File: src/rtl/cmd_rx.sv
`timescale 1ns/1ps
// -----------------------------------------------------------------------------
// cmd_rx -- serial command frame receiver
//
// Receives 48-bit command frames on a single serial line, MSB first, one bit
// per rising clock edge:
//   start(0) | transmission(1) | index[5:0] | arg[31:0] | crc7[6:0] | end(1)
// A CRC7 (x^7 + x^3 + 1, init 0) is computed over the first 40 bits and
// compared against the received CRC field.
//
// Parameters
//   CRC_EN           1: CRC7 is checked; 0: CRC field is captured but never
//                    flagged, and a frame with a good end bit is accepted.
//
// Ports
//   iClock           single clock, all state changes on its rising edge
//   Reset            synchronous, active-low reset
//   iCmd             serial command line, idles high
//   oArg[31:0]       argument of the last good frame (held)
//   oIndex[5:0]      command index of the last good frame (held)
//   oValid           one-cycle pulse: good frame received
//   oCrcErr          one-cycle pulse: CRC7 mismatch
//   oFrameErr        one-cycle pulse: bad transmission bit or end bit
//   oBusy            high while a frame is in progress (any state but IDLE)
//   pasee_por_reset  sticky flag, set once Reset has been seen low
// -----------------------------------------------------------------------------
module cmd_rx #(
    parameter int CRC_EN = 1
) (
    input  logic        iClock,
    input  logic        Reset,
    input  logic        iCmd,
    output logic [31:0] oArg,
    output logic [5:0]  oIndex,
    output logic        oValid,
    output logic        oCrcErr,
    output logic        oFrameErr,
    output logic        oBusy,
    output logic        pasee_por_reset
);

    // FSM encoding
    localparam logic [2:0] ST_IDLE = 3'd0;
    localparam logic [2:0] ST_TXB  = 3'd1;
    localparam logic [2:0] ST_BODY = 3'd2;
    localparam logic [2:0] ST_CRC  = 3'd3;
    localparam logic [2:0] ST_ENDB = 3'd4;

    // Last bit position inside BODY (index + arg = 38 bits) and CRC (7 bits)
    localparam logic [5:0] BODY_LAST = 6'd37;
    localparam logic [5:0] CRC_LAST  = 6'd6;

    logic [2:0]  state;
    logic [2:0]  state_nxt;
    logic [5:0]  bit_cnt;
    logic [37:0] body_sr;    // {index[5:0], arg[31:0]} as it arrives
    logic [6:0]  crc_rx;     // CRC field as received
    logic [6:0]  crc_calc;   // running CRC over start..arg
    logic        crc_ok;
    logic        end_ok;

    // One serial step of CRC7, generator x^7 + x^3 + 1.
    function automatic logic [6:0] crc7_step(input logic [6:0] crc, input logic din);
        logic fb;
        fb        = din ^ crc[6];
        crc7_step = {crc[5:0], 1'b0} ^ {3'b000, fb, 2'b00, fb};
    endfunction

    // Both fields are complete by the time ENDB is reached.
    assign crc_ok = (crc_rx == crc_calc) || (CRC_EN == 0);
    assign end_ok = iCmd;

    assign oBusy = (state != ST_IDLE);

    // Next-state logic
    always_comb begin
        state_nxt = state;
        case (state)
            ST_IDLE: begin
                if (!iCmd) state_nxt = ST_TXB;
            end
            ST_TXB: begin
                state_nxt = iCmd ? ST_BODY : ST_IDLE;
            end
            ST_BODY: begin
                if (bit_cnt == BODY_LAST) state_nxt = ST_CRC;
            end
            ST_CRC: begin
                if (bit_cnt == CRC_LAST) state_nxt = ST_ENDB;
            end
            ST_ENDB: begin
                state_nxt = ST_IDLE;
            end
            default: begin
                state_nxt = ST_IDLE;
            end
        endcase
    end

    // State, datapath and registered status pulses
    always_ff @(posedge iClock) begin
        if (!Reset) begin
            state           <= ST_IDLE;
            bit_cnt         <= 6'd0;
            body_sr         <= 38'd0;
            crc_rx          <= 7'd0;
            crc_calc        <= 7'd0;
            oArg            <= 32'd0;
            oIndex          <= 6'd0;
            oValid          <= 1'b0;
            oCrcErr         <= 1'b0;
            oFrameErr       <= 1'b0;
            pasee_por_reset <= 1'b1;
        end else begin
            state     <= state_nxt;
            oValid    <= 1'b0;
            oCrcErr   <= 1'b0;
            oFrameErr <= 1'b0;

            case (state)
                ST_IDLE: begin
                    // The start bit is the first CRC input; seeding from 0
                    // every idle cycle means a new frame always starts clean.
                    bit_cnt  <= 6'd0;
                    crc_calc <= crc7_step(7'd0, iCmd);
                end

                ST_TXB: begin
                    bit_cnt  <= 6'd0;
                    crc_calc <= crc7_step(crc_calc, iCmd);
                    if (!iCmd) oFrameErr <= 1'b1;
                end

                ST_BODY: begin
                    body_sr  <= {body_sr[36:0], iCmd};
                    crc_calc <= crc7_step(crc_calc, iCmd);
                    bit_cnt  <= (bit_cnt == BODY_LAST) ? 6'd0 : bit_cnt + 6'd1;
                end

                ST_CRC: begin
                    crc_rx  <= {crc_rx[5:0], iCmd};
                    bit_cnt <= (bit_cnt == CRC_LAST) ? 6'd0 : bit_cnt + 6'd1;
                end

                ST_ENDB: begin
                    bit_cnt <= 6'd0;
                    if (end_ok && crc_ok) begin
                        oValid <= 1'b1;
                        oIndex <= body_sr[37:32];
                        oArg   <= body_sr[31:0];
                    end
                    // Faults are reported independently so a frame with both
                    // a bad end bit and a bad CRC raises both pulses.
                    if (!end_ok) oFrameErr <= 1'b1;
                    if (!crc_ok) oCrcErr   <= 1'b1;
                end

                default: begin
                    bit_cnt <= 6'd0;
                end
            endcase
        end
    end

endmodule

File: config.mk
export PLATFORM = sky130hd
export DESIGN_NAME = cmd_rx
export DESIGN_NICKNAME = d
export VERILOG_FILES = /design/src/rtl/cmd_rx.sv
export SDC_FILE = /design/constraint.sdc
export NUM_CORES = 1
export LEC_CHECK = 0
export CAP_MARGIN = 30
export CORE_ASPECT_RATIO = 0.75
export CORE_MARGIN = 2
export CORE_UTILIZATION = 52
export CTS_BUF_LIST = sky130_fd_sc_hd__clkbuf_4 sky130_fd_sc_hd__clkbuf_8
export CTS_CLUSTER_SIZE = 30
export DETAILED_ROUTE_END_ITERATION = 10
export PLACE_DENSITY = 0.81
export SLEW_MARGIN = 10
export SYNTH_ARGS = -nofsm -noshare
export SYNTH_HDL_FRONTEND = slang
export SYNTH_SLANG_ARGS = --single-unit
File: constraint.sdc
create_clock -name iClock -period 1.4 [get_ports iClock]
set_input_delay 0.21 -clock iClock [delete_from_list [all_inputs] [get_ports iClock]]
set_output_delay 0.21 -clock iClock [all_outputs]
set_load 0.02 [all_outputs]
==> impl_metrics.ini <==
[floorplan]
rows = 28
start_util_pct = 53.0
die-width_um = 107
dieArea_um2 = 8660
core_um2 = 7780
ios = 46
die_h_um = 81.1

[worst_setup_path]
path_max_fanout = 5
cp-end-kind = flop
reg2reg_slack_ps = -400
cp-start-kind = flop
r2r_end = oArg[30]$_SDFFE_PN0P_
crit_required_ps = 1700
r2r-start = crc_rx[2]$_SDFFE_PN0N_
worstSetupPathType = reg -> reg
rr_worst_depth = 7
cp-startpoint = crc_rx[2]$_SDFFE_PN0N_
worstPathArrival_ps = 2100

[drt]
wl_per_cell_um = 17.5
drt_iter0_drc = 279
wl_um = 11600
first_pass_iters = 5
vias = 3694
drtAntennaViolNets = 0
viasPerCell = 5.60
drc_errors = 0

[cts]
cts_made_buffers = 9
htreeDepth = 3
cts_tree = yes
hold_buffers = 0
cts.sinks = 102
insertion_delay_ps = 380
clkTransAtPathRegs_ps = 100
clk_path_buf_depth = 2
cts-root-buf = clkbuf_8

[sta]
period_minus_slack_ps = 1800
fin_crit_sh_pct = 129
finalSetupViolCount = 49
fin_hold_ws_ps = 287
finalClockSkew_ps = 16.3
timing.fmax_mhz = 555
drv_slew = 0
setup_slack_ps = -401
hold_violations = 0
rsz0062_at_grt = true

[synth]
netlist.area_leader.share_pct = 49.5
ys_top_cells_by_area = dfxtp_1 (50%), nand2_1 (14%), mux2i_1 (11%)
syn_area_um2 = 4120
yosysUniqueCellTypes = 43
syn_nets = 477
yosys_warnings = 0
ys_seq_elements = 102
synth_cells = 471
ys_seq_area_share_pct = 49.5
ys.flop_type = dfxtp_1
yosys.area.top_type = dfxtp_1
avgSynthCellArea_um2 = 8.75
synthArstFlopShare_pct = 0
synth_edf_count = 0

[placed_design]
finalWeightedCongestion = 0.798
preCtsSetupSlack_ps = -409
port_buffers = 44
hpwl_um = 5600

[global_routing]
grt_pass1_wl_um = 15900
grt_pass1_vias = 3401
antenna_found_initial = 0
grt_use_total_pct = 23.3
grt_max_degree = 39
grt_remaining_overflow = 0

[finish]
drive_gt1_share_pct = 23.4
syn2layout_area_growth_pct = 35.5
final_common_cell = nand2_1
finalNetCount = 556
final_cell_mix = nand2_1 (149), dfxtp_1 (95), mux2i_1 (44)
fin_util_pct = 71.8
n_antenna_cell = 0

[min_path]
hold_depth = 4
hold_class = in -> reg
hold_end = state[1]$_SDFFE_PN0P_
min_from = Reset

[power]
power_density_nw_per_um2 = 925
power_leakage_nw = 2.22
ir_worst_vdd_v = 0.000512

[run_status]
violations = negative setup slack
status = finished with violations

[flow_run]
drv_cap = 0
## through the flow
stage                     total power, mW  TNS [ps]  std cells  instance area (um^2)
after CTS                            5.03    -10820        647                  5200
final                                5.17    -12710        660                  5590
after global placement               3.31    -15750        620                  4820
after global routing                 5.31    -15570        660                  5590
after floorplan                      3.21     -2650        471                  4140
after detailed placement             3.31    -19540        620                  4820
## cell families after synthesis
| kind of cell | share of synthesized area (%) |
|---|---|
| and+or+nand+nor | 20.5 |
| DFF | 49.5 |
| AOI/OAI and AO/OA | 9.35 |
| muxes | 10.9 |
| buffers and inverters | 5.28 |
| xor gates and xnor gates | 3.16 |
| adders and majority gates | 1.15 |
| other | 0.0910 |
## how the worst max path moves through the flow
stage	end	slack, ps	cells after the start
2_1_floorplan	oArg[10]$_SDFFE_PN0P_	-120	7
3_3_place_gp	oArg[22]$_SDFFE_PN0P_	-350	5
3_5_place_dp	oIndex[4]$_SDFFE_PN0P_	-410	5
4_1_cts	oArg[29]$_SDFFE_PN0P_	-300	7
5_1_grt	oArg[30]$_SDFFE_PN0P_	-430	7
6_report	oArg[30]$_SDFFE_PN0P_	-400	7
## cells in the mapped netlist, types with 2 or more instances
cell        n
inv_2       2
buf_4       2
buf_2       6
ha_1        3
buf_8       2
nor2_1     19
clkbuf_1   22
a222oi_1    5
xor2_1      2
xnor2_1    11
dfxtp_1   102
a22o_1      5
o32ai_1     2
nand4_1     3
nand3_1     7
buf_6       3
nor4_1      2
mux2i_1    45
inv_1       5
nand3b_1    2
nor3b_1     2
a21oi_1    41
nand2_1   157
and3_1      2
## flip-flops by register name (all words and copies together) (netlist names)
| name | count |
|---|---|
| oValid | 1 |
| bit_cnt | 6 |
| crc_calc | 7 |
| state | 3 |
| oArg | 32 |
| body_sr | 38 |
| crc_rx | 7 |
| oIndex | 6 |
| oCrcErr | 1 |
| oFrameErr | 1 |
## layout make-up
cell class	count	area, um^2
sequential	102	2060
clock inverter	7	57.6
inverter	7	41.3
tap	105	131
clock buffer	9	124
fill	530	2190
timing repair buffer	102	1100
multi-input combinational	328	2080
## critical path, stage by stage (launching register included)
cell	delay, ps
dfxtp_1	330
xnor2_1	250
nand4_1	210
nor4b_4	290
buf_4	190
buf_12	120
buf_16	130
mux2i_1	200
## repair_timing
item                       in CTS  in global routing
cloned                          5                  7
setup endpoints to repair     131                 91
resized for setup              66                 58
buffers inserted                6                  8
pin swaps                      10                 18
## report_power, final
group          total [mW]  leakage [nW]  switching [mW]  internal [mW]
registers            2.93         0.826          0.0181           2.91
clock network        1.75        0.0930            1.08          0.671
logic               0.486          1.30           0.276          0.211
## layer usage
layer / track usage [%] / wire, um / vias up
met2: 38.1 / 5580 / 159
met5: 0 / 0 / -
met3: 5.78 / 753 / 40
met1: 29.4 / 4860 / 1771
met4: 11.0 / 372 / 0
li1: - / - / 1724
No activity file was read; power rests on OpenSTA's default activity.
